`config.mk`:
```
export PLATFORM = sky130hd
export DESIGN_NAME = imem_fetch_ctrl
export DESIGN_NICKNAME = d
export VERILOG_FILES = /design/src/rtl/imem_ctrl_pkg.sv /design/src/rtl/imem_byte_loader.sv /design/src/rtl/imem_fetch_ctrl.sv
export SDC_FILE = /design/constraint.sdc
export NUM_CORES = 1
export LEC_CHECK = 0
export ABC_AREA = 1
export CAP_MARGIN = 20
export CORE_UTILIZATION = 38
export CTS_BUF_LIST = sky130_fd_sc_hd__clkbuf_2 sky130_fd_sc_hd__clkbuf_4 sky130_fd_sc_hd__clkbuf_8
export CTS_CLUSTER_DIAMETER = 200
export CTS_CLUSTER_SIZE = 40
export DETAILED_ROUTE_END_ITERATION = 8
export HOLD_SLACK_MARGIN = 0.12
export PLACE_DENSITY = 0.64
export SETUP_SLACK_MARGIN = 0.4
export SYNTH_ARGS = -nofsm -noshare
export SYNTH_HDL_FRONTEND = slang
export SYNTH_SLANG_ARGS = --single-unit
export TNS_END_PERCENT = 1
```
`constraint.sdc`:
```
create_clock -name clk -period 3.1 [get_ports clk]
set_clock_uncertainty 0.2 [all_clocks]
set_input_delay 0.465 -clock clk [delete_from_list [all_inputs] [get_ports clk]]
set_output_delay 0.465 -clock clk [all_outputs]
set_load 0.05 [all_outputs]
```
`src/rtl/imem_ctrl_pkg.sv`:
```
// Shared definitions for the instruction-memory fetch controller: FSM state
// encoding and the instruction constants used by loader, fetch logic and bench.
package imem_ctrl_pkg;

  typedef enum logic [1:0] {
    LOAD = 2'd0,
    RUN  = 2'd1,
    HALT = 2'd2
  } state_t;

  // beq x0,x0,0 -- a branch onto itself, used as the program terminator
  localparam logic [31:0] HALT_WORD_DEFAULT = 32'h00000063;
  localparam logic [31:0] NOP_INSTR         = 32'h00000013;

endpackage

```
`src/rtl/imem_byte_loader.sv`:
```
// Byte-stream program loader: counts accepted bytes and drives the memory byte
// write port; bytes beyond the memory size are accepted but flagged, not written.
module imem_byte_loader
  import imem_ctrl_pkg::*;
#(
  parameter int MEM_BYTES = 256
) (
  input  logic        clk,
  input  logic        reset,
  input  logic        load_en,
  input  logic        ld_valid,
  input  logic [7:0]  ld_byte,
  output logic        ld_ready,
  output logic        accept,
  output logic        overflow,
  output logic        mem_we,
  output logic [63:0] mem_waddr,
  output logic [7:0]  mem_wdata
);

  logic [63:0] count_reg;
  logic        in_range;

  // Reset masks the port so nothing reaches memory while reset is held.
  assign ld_ready  = load_en && !reset;
  assign accept    = ld_ready && ld_valid;
  assign in_range  = count_reg < 64'(MEM_BYTES);
  assign mem_we    = accept && in_range;
  assign overflow  = accept && !in_range;
  assign mem_waddr = count_reg;
  assign mem_wdata = ld_byte;

  always_ff @(posedge clk) begin
    if (reset) begin
      count_reg <= '0;
    end else if (accept) begin
      count_reg <= count_reg + 64'd1;
    end
  end

endmodule

```
`src/rtl/imem_fetch_ctrl.sv`:
```
// Instruction-memory fetch controller: LOAD/RUN/HALT FSM plus the fetch output
// register. Define IMEM_FETCH_HALT_DETECT_EN to halt on a handshaken HALT_WORD.
module imem_fetch_ctrl
  import imem_ctrl_pkg::*;
#(
  parameter int          MEM_BYTES = 256,
  parameter logic [31:0] HALT_WORD = HALT_WORD_DEFAULT
) (
  input  logic        clk,
  input  logic        reset,
  input  logic        ld_valid,
  input  logic [7:0]  ld_byte,
  input  logic        ld_last,
  output logic        ld_ready,
  output logic        mem_we,
  output logic [63:0] mem_waddr,
  output logic [7:0]  mem_wdata,
  output logic [63:0] mem_raddr,
  input  logic [31:0] mem_rdata,
  output logic        if_valid,
  input  logic        if_ready,
  output logic [31:0] if_instr,
  output logic [63:0] if_pc,
  input  logic        redir_valid,
  input  logic [63:0] redir_pc,
  output logic [1:0]  state,
  output logic        err
);

  localparam logic [63:0] LAST_WORD_ADDR = 64'(MEM_BYTES - 4);

  state_t      state_reg, state_next;
  logic [63:0] pc_reg, pc_next;
  logic        if_valid_reg, if_valid_next;
  logic [31:0] if_instr_reg, if_instr_next;
  logic [63:0] if_pc_reg, if_pc_next;
  logic        err_reg, err_next;
  logic        ld_accept, ld_overflow;
  logic        fetch_go, halt_match, halt_hit;

  imem_byte_loader #(.MEM_BYTES(MEM_BYTES)) u_loader (
    .clk       (clk),
    .reset     (reset),
    .load_en   (state_reg == LOAD),
    .ld_valid  (ld_valid),
    .ld_byte   (ld_byte),
    .ld_ready  (ld_ready),
    .accept    (ld_accept),
    .overflow  (ld_overflow),
    .mem_we    (mem_we),
    .mem_waddr (mem_waddr),
    .mem_wdata (mem_wdata)
  );

  assign fetch_go   = !if_valid_reg || if_ready;
  assign halt_match = (if_instr_reg == HALT_WORD);
`ifdef IMEM_FETCH_HALT_DETECT_EN
  assign halt_hit = if_valid_reg && if_ready && halt_match;
`else
  // Comparison is kept but masked so HALT_WORD stays live in both builds.
  assign halt_hit = halt_match & 1'b0;
`endif

  always_comb begin
    state_next    = state_reg;
    pc_next       = pc_reg;
    if_valid_next = if_valid_reg;
    if_instr_next = if_instr_reg;
    if_pc_next    = if_pc_reg;
    err_next      = err_reg;
    case (state_reg)
      LOAD: begin
        if (ld_overflow) err_next = 1'b1;
        if (ld_accept && ld_last) begin
          state_next = RUN;
          pc_next    = '0;
        end
      end
      RUN: begin
        if (halt_hit) begin
          state_next    = HALT;
          if_valid_next = 1'b0;
        end else if (redir_valid) begin
          pc_next       = {redir_pc[63:2], 2'b00};
          if_valid_next = 1'b0;
          if (redir_pc[1:0] != 2'b00) err_next = 1'b1;
        end else if (fetch_go) begin
          if (pc_reg > LAST_WORD_ADDR) begin
            // Running off the end of memory: stop rather than fetch garbage.
            err_next      = 1'b1;
            state_next    = HALT;
            if_valid_next = 1'b0;
          end else begin
            if_instr_next = mem_rdata;
            if_pc_next    = pc_reg;
            if_valid_next = 1'b1;
            pc_next       = pc_reg + 64'd4;
          end
        end
      end
      default: begin
        if_valid_next = 1'b0;
      end
    endcase
  end

  always_ff @(posedge clk) begin
    if (reset) begin
      state_reg    <= LOAD;
      pc_reg       <= '0;
      if_valid_reg <= 1'b0;
      if_instr_reg <= '0;
      if_pc_reg    <= '0;
      err_reg      <= 1'b0;
    end else begin
      state_reg    <= state_next;
      pc_reg       <= pc_next;
      if_valid_reg <= if_valid_next;
      if_instr_reg <= if_instr_next;
      if_pc_reg    <= if_pc_next;
      err_reg      <= err_next;
    end
  end

  assign mem_raddr = pc_reg;
  assign if_valid  = if_valid_reg;
  assign if_instr  = if_instr_reg;
  assign if_pc     = if_pc_reg;
  assign state     = state_reg;
  assign err       = err_reg;

endmodule

```
Word-level counts from Yosys, hierarchy flattened
Cells that the tools add are included.
{"block": "op_classes", "n_addsub": 2, "magnitude_cmp": 2, "n_eq_ne": 10, "muxes": 20, "bitwise_logic": 3, "reduce_logical": 17}
{"cell": "two-way mux 64 bit", "n": 4}
{"cell": "one-hot mux 64 bit (2 select lines)", "n": 1}
{"cell": "adder 64 x 1 -> 64 bit, second input constant", "n": 1}
{"cell": "adder 64 x 3 -> 64 bit, second input constant", "n": 1}
{"cell": "> comparator 64 x 8 -> 1 bit, second input constant", "n": 1}
{"cell": "less-than comparator 64 x 9 -> 1 bit, second input constant", "n": 1}
{"cell": "inequality test 3 bit, second input constant", "n": 4}
{"cell": "inequality test 2 bit, second input constant", "n": 5}
{"cell": "AND reduction 5 bit", "n": 2}
{"cell": "two-way mux 1 bit", "n": 8}
{"cell": "two-way mux 2 bit", "n": 4}
{"cell": "AND reduction 4 bit", "n": 2}
{"cell": "logical AND 1 bit", "n": 5}
{"cell": "one-hot mux 1 bit (2 select lines)", "n": 2}
{"cell": "one-hot mux 2 bit (2 select lines)", "n": 1}
{"cell": "nonzero test 2 bit", "n": 2}
{"cell": "logical NOT 1 bit", "n": 3}
{"cell": "NOT 1 bit", "n": 3}
{"cell": "equality test 2 x 1 -> 1 bit, second input constant", "n": 1}
{"cell": "logical NOT 2 bit", "n": 1}
{"cell": "AND reduction 2 bit", "n": 1}
{"cell": "logical OR 1 bit", "n": 1}
{"block": "word_totals", "reg_bits": 228, "inputBits": 110}

Longest topological paths before layout
Gate-level depths: netlist of the first run.
{"block": "logic_depth", "word_depth": 6, "depth_mapped": 14, "depth_no_buf": 14}

Modules after synthesis
A second synthesis of the first run with hierarchy kept.
{"block": "hier_totals", "cells_unflattened": 1928, "hier_area_um2": 12201.7}
{"module": "imem_fetch_ctrl", "instances": 1, "cells_per_inst": 1256, "area_per_inst_um2": 8211.6, "seq_area_each_um2": 3203.1}
{"module": "imem_byte_loader", "instances": 1, "cells_per_inst": 672, "area_per_inst_um2": 3990.1, "seq_area_each_um2": 1281.2}

Worst setup path after synthesis of the first run
Ideal clock, no wire load.
{"block": "synth_timing", "path_type": "flip-flop to output port", "startpoint": "register state_reg[0] (netlist: state[0])", "endpoint": "output port mem_we", "arrival_ps": 1759, "required_ps": 2435, "slack_ps": 676, "path_stages_with_launch": 5, "cell_sequence": "dfxtp_1 > nor2_4 > nand3_4 > clkbuf_1 > nor2_1"}
{"block": "synth_via", "elab_chain_len": 4}
{"element": "start: declaration", "line": "imem_fetch_ctrl.sv:32", "source": "state_t state_reg, state_next;"}
{"element": "start signal: assignment", "line": "imem_fetch_ctrl.sv:116", "source": "state_reg <= state_next;"}
{"element": "logical NOT 2 bit", "line": "imem_fetch_ctrl.sv:44", "source": ".load_en (state_reg == LOAD),"}
{"element": "logical AND 1 bit", "line": "imem_byte_loader.sv:25", "source": "assign ld_ready = load_en && !reset;"}
{"element": "logical AND 1 bit", "line": "imem_byte_loader.sv:26", "source": "assign accept = ld_ready && ld_valid;"}
{"element": "logical AND 1 bit", "line": "imem_byte_loader.sv:28", "source": "assign mem_we = accept && in_range;"}
{"element": "end: declaration", "line": "imem_fetch_ctrl.sv:15", "source": "output logic mem_we,"}
No other way between the ends.

Final worst setup path of the first run
{"block": "layout_timing", "startpoint": "register pc_reg[2] (netlist: mem_raddr[2])", "endpoint": "output port mem_raddr[2]"}
{"element": "start: declaration", "line": "imem_fetch_ctrl.sv:33", "source": "logic [63:0] pc_reg, pc_next;"}
{"element": "start signal: assignment", "line": "imem_fetch_ctrl.sv:117", "source": "pc_reg <= pc_next;"}
{"element": "end: declaration", "line": "imem_fetch_ctrl.sv:18", "source": "output logic [63:0] mem_raddr,"}
No word-level cell between the ends.

==> flow_metrics.tcl, run 1 <==
set metrics [dict create \
    register_area_mm2 0.00449 \
    grt_antenna_before_repair 2 \
    wirelength_routed_um 43200 \
    timing_worst_setup_path_type "flip-flop to output port" \
    io-pin-count 348 \
    drtAntennaViolNets 0 \
    die-width_um 177 \
    max_cap_viols 0 \
    postSynth.asyncResetShare_pct 0 \
    n_fill_cell 3140 \
    fin_ws_ps 355 \
    grt_first_pass_wirelength_um 65400 \
    num-nets-final 2210 \
    cts_made_buffers 9 \
    layout.cells.most_common "sky130_fd_sc_hd__nand2_1" \
    run_status "completed" \
    critPathMaxStageDelay_ps 890 \
    number_of_enable_flip_flop_cells_after_synthesis 0 \
    netlist_area_mm2 0.0116 \
    coreArea_mm2 0.0299 \
    die-area_mm2 0.0313 \
    fp-row-count 63 \
    place.detailed.hpwl_um 33100 \
    post-place-ws_ps 213 \
    crit_fanout 7 \
    drt-pass1-iter-count 5 \
    wl_per_cell_um 17.4 \
    number_of_flip_flops_in_the_largest_register 64 \
    post_synth_inst_count 1815 \
    crit_arrival_ps 2080 \
    regToRegStartpoint "mem_raddr[36]" \
    area.growth.synth_to_final_pct 31.9 \
    synth_sequential_area_ratio_pct 38.5 \
    cellPowerDensity_mw_per_mm2 462 \
    groute.usage.overall_pct 26.7 \
    hold-worst-slack_ps 243 \
    grt_overflow_total 0 \
    syn_area_per_cell_um2 6.42 \
    max-slew-margin-rel_pct 33.5 \
    grt_max_degree 93 \
    detailed_route_via_count 12690 \
    clock_path_buffers 3 \
    grt_setup_unrepaired "yes" \
    post-place-cells 2473 \
    finalWeightedCongestion 0.950 \
    grt_pass1_vias 11853 \
    dpl-instance-area_mm2 0.0152 \
    yosysWarnings 0 \
    min-delay-start "redir_pc[17]" \
    finalSetupViolations 0 \
    crit_path_top_delay_cell "sky130_fd_sc_hd__clkdlybuf4s50_1" \
    cts.sinks 224 \
    post_drt_via_cell_ratio 5.10 \
    post-route-period-util_pct 88.5 \
    deepest_level_of_the_cts_h_tree 1 \
    worst_path_dominant_cell_family "buffers and inverters" \
    synth_top_flop_cell "sky130_fd_sc_hd__dfxtp_1" \
    critPathLaunchType "flip-flop" \
    maximum_vdd_ir_drop_mv 0.376 \
    area_of_combinational_cells_with_multiple_inputs_mm2 0.00621 \
    flops_latches_synth 224 \
    drc 0 \
    achievable-frequency_mhz 364 \
    final_hold_viol_count 0 \
    layout-drive-gt1-share_pct 2.77 \
    hold_class "input port to flip-flop" \
    power.leakage_nw 5.57 \
    period_needed_ps 2740 \
    cp_num_buf_inv 1 \
    cts_tree "done" \
    worstPathRequired_ps 2430 \
    setup-tns-final_ps 0 \
    setup.worst_path.start "mem_raddr[2]" \
    clock-root-buffer "sky130_fd_sc_hd__clkbuf_8" \
    synth_cell_type_count 40 \
    final_cell_count_without_fillers 2488 \
    cts.clk_slew.worst_paths_ps 230 \
    initial_core_utilization_pct 39.0 \
    layout_common_cells "500 x sky130_fd_sc_hd__nand2_1, 325 x sky130_fd_sc_hd__nor2_1, 322 x sky130_fd_sc_hd__clkdlybuf4s50_1, 223 x sky130_fd_sc_hd__dfxtp_1, 160 x sky130_fd_sc_hd__inv_1" \
    path_cells "clkdlybuf4s50_1" \
    die_height_um 177 \
    maxSlewViolCount 0 \
    endpoint_kind "output port" \
    port_buffers 327 \
    finalInstanceArea_mm2 0.0154 \
    max_slew.worst_pin.slew_ps 998 \
    worstSkewPairLatency_ps 560 \
    drt_iter0_drc 828 \
]
worst reg2reg max path, stage by stage (launching register included):
cell and delay (ps):
sky130_fd_sc_hd__dfxtp_1 440, sky130_fd_sc_hd__nor2_1 190, sky130_fd_sc_hd__nand2_1 70, sky130_fd_sc_hd__nor2_1 160, sky130_fd_sc_hd__nand2_1 130, sky130_fd_sc_hd__nor2_1 230, sky130_fd_sc_hd__nand2_1 150, sky130_fd_sc_hd__nand2_1 140
sky130_fd_sc_hd__nand2_4 280, sky130_fd_sc_hd__nor2_8 380, sky130_fd_sc_hd__nand3_1 110, sky130_fd_sc_hd__a21oi_1 150
cell usage after synthesis (2+ instances only):
master	n	share of area [%]
sky130_fd_sc_hd__a21oi_1	103	4.4
sky130_fd_sc_hd__a31oi_1	4	0.21
sky130_fd_sc_hd__and2_1	2	0.11
sky130_fd_sc_hd__buf_2	16	0.69
sky130_fd_sc_hd__buf_4	13	0.84
sky130_fd_sc_hd__buf_6	2	0.19
sky130_fd_sc_hd__clkbuf_1	43	1.4
sky130_fd_sc_hd__dfxtp_1	224	39
sky130_fd_sc_hd__ha_1	2	0.21
sky130_fd_sc_hd__inv_1	161	5.2
sky130_fd_sc_hd__inv_2	3	0.097
sky130_fd_sc_hd__nand2_1	500	16
sky130_fd_sc_hd__nand3_1	111	4.8
sky130_fd_sc_hd__nand3b_1	3	0.19
sky130_fd_sc_hd__nand4_1	47	2.5
sky130_fd_sc_hd__nor2_1	327	11
sky130_fd_sc_hd__nor2_2	6	0.32
sky130_fd_sc_hd__nor2_4	2	0.19
sky130_fd_sc_hd__nor3_1	51	2.2
sky130_fd_sc_hd__nor3_2	3	0.26
sky130_fd_sc_hd__nor3b_1	60	3.9
sky130_fd_sc_hd__o21a_1	2	0.13
sky130_fd_sc_hd__o21ai_0	81	3.5
sky130_fd_sc_hd__o21ai_1	2	0.086
sky130_fd_sc_hd__or2_2	7	0.38
sky130_fd_sc_hd__xnor2_1	9	0.68
sky130_fd_sc_hd__xor2_1	18	1.4
what timing repair did:
item | in CTS | in global routing
cloned | 0 | 1
setup buffers | 0 | 1
setup endpoints to repair | 12 | 70
hold endpoints to repair | 3 | 0
resized for setup | 6 | 2
pin swaps | 0 | 2
hold buffers | 2 | 0
cell families (layout without fill, tap and decap cells):
| group | count (synthesis) | after routing | share of synthesized area, % |
|---|---|---|---|
| buf+inv | 238 | 516 | 8.39 |
| compound gates | 198 | 198 | 8.75 |
| fa+ha+maj | 2 | 2 | 0.215 |
| other cells | 1 | 5 | 0.0322 |
| flops | 224 | 224 | 38.5 |
| xor+xnor | 27 | 27 | 2.03 |
| simple gates | 1125 | 1126 | 42.1 |
through the flow:
| stage | util (%) | power [mW] |
|---|---|---|
| 2_1_floorplan | - | 5.01 |
| 3_3_place_gp | 50.7 | 5.89 |
| 3_5_place_dp | 50.7 | 5.90 |
| 4_1_cts | 51.3 | 7.12 |
| 5_1_grt | 51.4 | 7.42 |
| 6_report | 51.4 | 7.09 |
power breakdown:
group | switching [mW] | internal (mW)
Sequential | 0.253 | 3.09
Clock | 0.917 | 0.283
Combinational | 1.76 | 0.778
Total | 2.93 | 4.15
worst paths after layout:
| kind | end | slack, ps | cells past startpoint |
|---|---|---|---|
| worst max-delay path | mem_raddr[2] | 360 | 1 |
| worst min-delay path | mem_raddr[17] | 240 | 3 |
| worst max register to register | mem_raddr[62] | 400 | 11 |
| worst min register to register | err | 270 | 2 |
routing by layer:
layer  part of all wire (%)  vias to the layer above  GRT usage [%]
li1                       -                     6352              -
met1                     43                     5823           33.0
met2                     48                      446           46.4
met3                    6.1                       67           4.40
met4                    3.5                        2           9.30
met5                  0.028                        -              0
area by class of cell:
cell class | count | area share (%)
Multi-Input combinational cell | 1357 | 40.4
Sequential cell | 224 | 29.2
Timing Repair Buffer | 342 | 22.2
Inverter | 164 | 4.01
Tap cell | 390 | 3.18
Clock buffer | 9 | 0.807
Clock inverter | 1 | 0.106
Antenna cell | 1 | 0.0163
Power figures use the tool's default switching activity.
==> run 2: changes to the inputs <==
--- a/config.mk
+++ b/config.mk
@@ -7,6 +7,7 @@
 export LEC_CHECK = 0
 export ABC_AREA = 1
 export CAP_MARGIN = 20
+export CORE_ASPECT_RATIO = 1.5
 export CORE_UTILIZATION = 38
 export CTS_BUF_LIST = sky130_fd_sc_hd__clkbuf_2 sky130_fd_sc_hd__clkbuf_4 sky130_fd_sc_hd__clkbuf_8
 export CTS_CLUSTER_DIAMETER = 200
@@ -18,4 +19,3 @@
 export SYNTH_ARGS = -nofsm -noshare
 export SYNTH_HDL_FRONTEND = slang
 export SYNTH_SLANG_ARGS = --single-unit
-export TNS_END_PERCENT = 1
==> run 2 against run 1 <==
Combinational power grew 4%; design area grew 1.2%; total power grew 0.68%; register-to-register slack gained 170 ps; clock power is essentially flat; hold slack lost 71 ps; flip-flop and latch count is the same; die area is essentially flat; utilization grew 0.14 points; count of clock-buffer cells in the layout is the same; cell count grew 0.80%; critical endpoint is now mem_we; largest cell class unchanged; highest routed layer is now met4.
==> flow_metrics.tcl, run 2 (synthesis results as in run 1) <==
set metrics [dict create \
    register_area_mm2 0.00450 \
    grt_pass1_vias 12267 \
    area.growth.synth_to_final_pct 33.5 \
    max-slew-margin-rel_pct 37.3 \
    die-area_mm2 0.0314 \
    fp-row-count 78 \
    max_cap_viols 0 \
    cellPowerDensity_mw_per_mm2 459 \
    num-nets-final 2221 \
    timing_worst_setup_path_type "flip-flop to output port" \
    power.leakage_nw 5.91 \
    critPathLaunchType "flip-flop" \
    port_buffers 327 \
    power.switching_fraction_pct 41.1 \
    final_cell_count_without_fillers 2508 \
    grt_overflow_total 0 \
    finalSetupViolations 0 \
    layout-drive-gt1-share_pct 3.80 \
    wl_per_cell_um 17.7 \
    layout_common_cells "499 x sky130_fd_sc_hd__nand2_1, 324 x sky130_fd_sc_hd__nor2_1, 308 x sky130_fd_sc_hd__clkdlybuf4s50_1, 215 x sky130_fd_sc_hd__dfxtp_1, 160 x sky130_fd_sc_hd__inv_1" \
    io-pin-count 348 \
    period_needed_ps 2650 \
    pwr-share-seq_pct 46.5 \
    grt_max_degree 80 \
    num_antenna_cells 0 \
    maxSlewViolCount 0 \
    grt_setup_unrepaired "yes" \
    clock-root-buffer "sky130_fd_sc_hd__clkbuf_8" \
    run_status "completed" \
    post-place-cells 2490 \
    clock_path_buffers 3 \
    setup-tns-final_ps 0 \
    cellInternalPower_mw 4.21 \
    post_drt_via_cell_ratio 5.11 \
    drt_iter0_drc 732 \
    drt-pass1-iter-count 5 \
    maximum_vdd_ir_drop_mv 0.335 \
    initial_core_utilization_pct 38.6 \
    grt_antenna_before_repair 1 \
    cts.sinks 224 \
    max_slew.worst_pin.slew_ps 941 \
    drtAntennaViolNets 0 \
    cts_tree "done" \
    groute.usage.overall_pct 27.5 \
    number_of_flip_flops_in_the_largest_register 64 \
    n_fill_cell 3062 \
    wirelength_routed_um 44300 \
    area_of_combinational_cells_with_multiple_inputs_mm2 0.00623 \
    endpoint_kind "output port" \
    die-width_um 145 \
    switching_power_mw 2.93 \
    layout.cells.most_common "sky130_fd_sc_hd__nand2_1" \
    crit_arrival_ps 1980 \
    worstSkewPairLatency_ps 560 \
    die_height_um 216 \
    drc 0 \
    place.detailed.hpwl_um 34300 \
    finalWeightedCongestion 1.02 \
    worstPathRequired_ps 2430 \
    post-route-period-util_pct 85.5 \
    final_hold_viol_count 0 \
    coreArea_mm2 0.0302 \
    pwr-share-comb_pct 37.0 \
    deepest_level_of_the_cts_h_tree 1 \
    pwr-share-clk_pct 16.5 \
    achievable-frequency_mhz 377 \
    grt_first_pass_wirelength_um 67500 \
    detailed_route_via_count 12809 \
    cts.clk_slew.worst_paths_ps 250 \
    crit_fanout 5 \
    hold_class "input port to flip-flop" \
    cts_made_buffers 9 \
]
-- run 2: layer usage --
metal  vias up  wire (um)  track usage (%)
met5         -          0                0
met4         0       2520             15.0
met3        99       2250             3.28
met2       457      23700             53.5
met1      5880      15900             28.1
li1       6373          -                -
-- run 2: power groups by stage --
stage / Sequential, mW / Clock, mW / Combinational, mW
CTS: 3.31 / 1.24 / 2.60
global placement: 3.37 / 0 / 2.56
finish: 3.32 / 1.18 / 2.64
detailed placement: 3.37 / 0 / 2.58
floorplan: 4.04 / 0 / 0.969
global route: 3.35 / 1.33 / 2.81
-- run 2: timing repair --
action,in CTS,in global routing
hold buffers,1,0
pin swaps,3,1
endpoints found under the hold margin,1,0
endpoints found under the setup margin,42,49
setup buffers,4,2
gates cloned,0,1
gates resized for setup,11,26
-- run 2: layout make-up --
| class | count | share of cell area, % |
|---|---|---|
| Clock inverter | 1 | 0.105 |
| Multi-Input combinational cell | 1357 | 40.1 |
| Inverter | 164 | 3.98 |
| Sequential cell | 224 | 29.0 |
| Tap cell | 400 | 3.22 |
| Clock buffer | 9 | 0.797 |
| Timing Repair Buffer | 353 | 22.9 |
-- run 2: final timing paths --
path	from	endpoint	slack [ps]	depth (start not counted)
setup / recovery	u_loader.mem_waddr[29]	mem_we	450	8
hold / removal	reset	u_loader.mem_waddr[35]	170	6
setup reg to reg	u_loader.mem_waddr[42]	u_loader.mem_waddr[43]	570	8
hold reg to reg	err	err	270	2
-- run 2: worst max-delay path: stages (launching register included) --
cell and delay [ps]:
sky130_fd_sc_hd__dfxtp_2 390, sky130_fd_sc_hd__inv_1 110, sky130_fd_sc_hd__nand4_1 170, sky130_fd_sc_hd__nor2_1 120, sky130_fd_sc_hd__nand2_1 100, sky130_fd_sc_hd__nor2_4 140
sky130_fd_sc_hd__nand2_2 100, sky130_fd_sc_hd__nor2_4 130, sky130_fd_sc_hd__buf_12 150
-- run 2: stage by stage --
stage          instance area, um2  utilization, %  worst slack [ps]  power (mW)  hold WS, ps
2_1_floorplan               11700               -               676        5.01          400
3_3_place_gp                15200            50.5               192        5.92          237
3_5_place_dp                15200            50.5               151        5.95          242
4_1_cts                     15500            51.2               403        7.16          135
5_1_grt                     15500            51.5               321        7.50          163
6_report                    15500            51.5               450        7.14          172
==> run 3: changes to the inputs <==
--- a/config.mk
+++ b/config.mk
@@ -13,7 +13,6 @@
 export CTS_CLUSTER_DIAMETER = 200
 export CTS_CLUSTER_SIZE = 40
 export DETAILED_ROUTE_END_ITERATION = 8
-export HOLD_SLACK_MARGIN = 0.12
 export PLACE_DENSITY = 0.64
 export SETUP_SLACK_MARGIN = 0.4
 export SYNTH_ARGS = -nofsm -noshare
==> run 3 against run 2 <==
Global-route usage about the same; hold slack worse by 60 ps; sequential share of layout area hardly changed; register-to-register slack hardly changed; first-iteration DRC count rose by 3.0%; sequential power barely moved; critical endpoint unchanged.
==> flow_metrics.tcl, run 3 (synthesis results as in run 1) <==
set metrics [dict create \
    path_common_cell "sky130_fd_sc_hd__nor2_4" \
    post-place-ws_ps 151 \
    worstSkewPairLatency_ps 560 \
    cts.clk_slew.worst_paths_ps 240 \
    post-place-cells 2490 \
    cp_num_buf_inv 2 \
    num-nets-final 2220 \
    post-route-period-util_pct 85.5 \
    post_cts_hold_buffer_count 0 \
    period_needed_ps 2650 \
    final_cell_count_without_fillers 2507 \
    grt_overflow_total 0 \
    n_fill_cell 3063 \
    layout-drive-gt1-share_pct 3.80 \
    cellPowerDensity_mw_per_mm2 460 \
    capturing_point_of_the_worst_reg2reg_path "u_loader.mem_waddr[52]" \
    max_slew.worst_pin.slew_ps 956 \
    power.leakage_nw 5.91 \
    crit_path_top_delay_cell "sky130_fd_sc_hd__dfxtp_2" \
    fp-row-count 78 \
    wirelength_routed_um 44300 \
    max-slew-margin-rel_pct 36.2 \
    setup-tns-final_ps 0 \
    path_cells "inv_1, nand4_1, nor2_1, nand2_1, nor2_4, nand2_2, nor2_4, buf_12" \
    wl_per_cell_um 17.7 \
    final_hold_viol_count 0 \
    max_cap_viols 0 \
    cts_tree "done" \
    hold_class "input port to flip-flop" \
    drc 0 \
    die-area_mm2 0.0314 \
    num_antenna_cells 0 \
    initial_core_utilization_pct 38.6 \
    groute.usage.overall_pct 27.5 \
    endpoint_kind "output port" \
    port_buffers 327 \
    hold_path_depth 4 \
    grt_pass1_vias 12266 \
    number_of_flip_flops_in_the_largest_register 64 \
    r2r_slack_ps 580 \
    run_status "completed" \
    deepest_level_of_the_cts_h_tree 1 \
    drtAntennaViolNets 0 \
    worst_path_dominant_cell_family "simple AND/OR/NAND/NOR gates" \
    worstPathRequired_ps 2430 \
    regToRegStartpoint "u_loader.mem_waddr[0]" \
    area.growth.synth_to_final_pct 33.4 \
    die-width_um 145 \
    holdPathEnd "if_valid" \
    cts.sinks 224 \
    die_height_um 216 \
    io-pin-count 348 \
    detailed_route_via_count 12799 \
    post_drt_via_cell_ratio 5.11 \
    timing.reg2reg.worst_path_depth 10 \
    min-delay-start "redir_valid" \
    maximum_vdd_ir_drop_mv 0.334 \
    layout.cells.most_common "sky130_fd_sc_hd__nand2_1" \
    maxSlewViolCount 0 \
    post-layout-total-power_mw 7.14 \
    critPathMaxStageDelay_ps 390 \
    drt-pass1-iter-count 6 \
    grt_first_pass_wirelength_um 67500 \
    clock-root-buffer "sky130_fd_sc_hd__clkbuf_8" \
    drt_iter0_drc 754 \
    grt_setup_unrepaired "yes" \
    grt_antenna_before_repair 1 \
    layout_common_cells "499 x sky130_fd_sc_hd__nand2_1, 324 x sky130_fd_sc_hd__nor2_1, 308 x sky130_fd_sc_hd__clkdlybuf4s50_1, 215 x sky130_fd_sc_hd__dfxtp_1, 160 x sky130_fd_sc_hd__inv_1" \
    cts_made_buffers 9 \
    clock_path_buffers 3 \
    crit_arrival_ps 1980 \
    setup.worst_path.start "u_loader.mem_waddr[29]" \
    coreArea_mm2 0.0302 \
    finalSetupViolations 0 \
    grt_max_degree 80 \
    timing_worst_setup_path_type "flip-flop to output port" \
    place.detailed.hpwl_um 34300 \
    crit_fanout 5 \
    achievable-frequency_mhz 377 \
    critPathLaunchType "flip-flop" \
    finalWeightedCongestion 1.02 \
    fin_ws_ps 451 \
]
==> run 3: how the worst max path moves through the flow <==
stage                          to  slack (ps)  cells past startpoint
finish                     mem_we         450                      8
global route               mem_we         320                      8
CTS                        mem_we         400                      8
detailed placement  mem_raddr[32]         150                      9
global placement    mem_raddr[62]         190                      9
floorplan                  mem_we         680                      4
==> run 3: report_power, final <==
group / internal [mW] / total (mW) / switching (mW)
combinational: 0.830 / 2.64 / 1.81
sequential: 3.09 / 3.32 / 0.224
clock: 0.283 / 1.18 / 0.900
==> run 3: cell type report <==
class	instances	area, um2	share of cell area (%)
multi-input cells	1357	6230	40.1
flip-flops and latches	224	4500	29.0
repair buffers	352	3550	22.8
inverters	164	618	3.98
well taps	400	500	3.22
clock buffers	9	124	0.798
clock inverters	1	16.3	0.105
==> run 3: tightest hold or removal path: stages <==
cell and delay [ps]:
sky130_fd_sc_hd__buf_2 140, sky130_fd_sc_hd__nor2_2 80, sky130_fd_sc_hd__nand2_1 80, sky130_fd_sc_hd__a31oi_1 70
==> run 3: routing by layer <==
| layer | vias to the layer above | wire length [um] | track usage [%] |
|---|---|---|---|
| met5 | - | 0 | 0 |
| met4 | 0 | 2580 | 15.0 |
| met3 | 105 | 2360 | 3.28 |
| met2 | 453 | 23600 | 53.5 |
| met1 | 5872 | 15800 | 28.2 |
| li1 | 6369 | - | - |
==> run 3: repair_timing <==
action | CTS | global route
cloned | 0 | 1
pin swaps | 3 | 1
resized for setup | 11 | 26
setup buffers | 4 | 2
endpoints found under the setup margin | 42 | 49
==> run 3: through the flow <==
stage / instance area (um2) / hold slack, ps / utilization, %
floorplan: 11700 / 400 / -
global placement: 15200 / 237 / 50.5
detailed placement: 15200 / 242 / 50.5
CTS: 15400 / 83.4 / 51.2
global route: 15500 / 91.3 / 51.5
finish: 15500 / 112 / 51.5
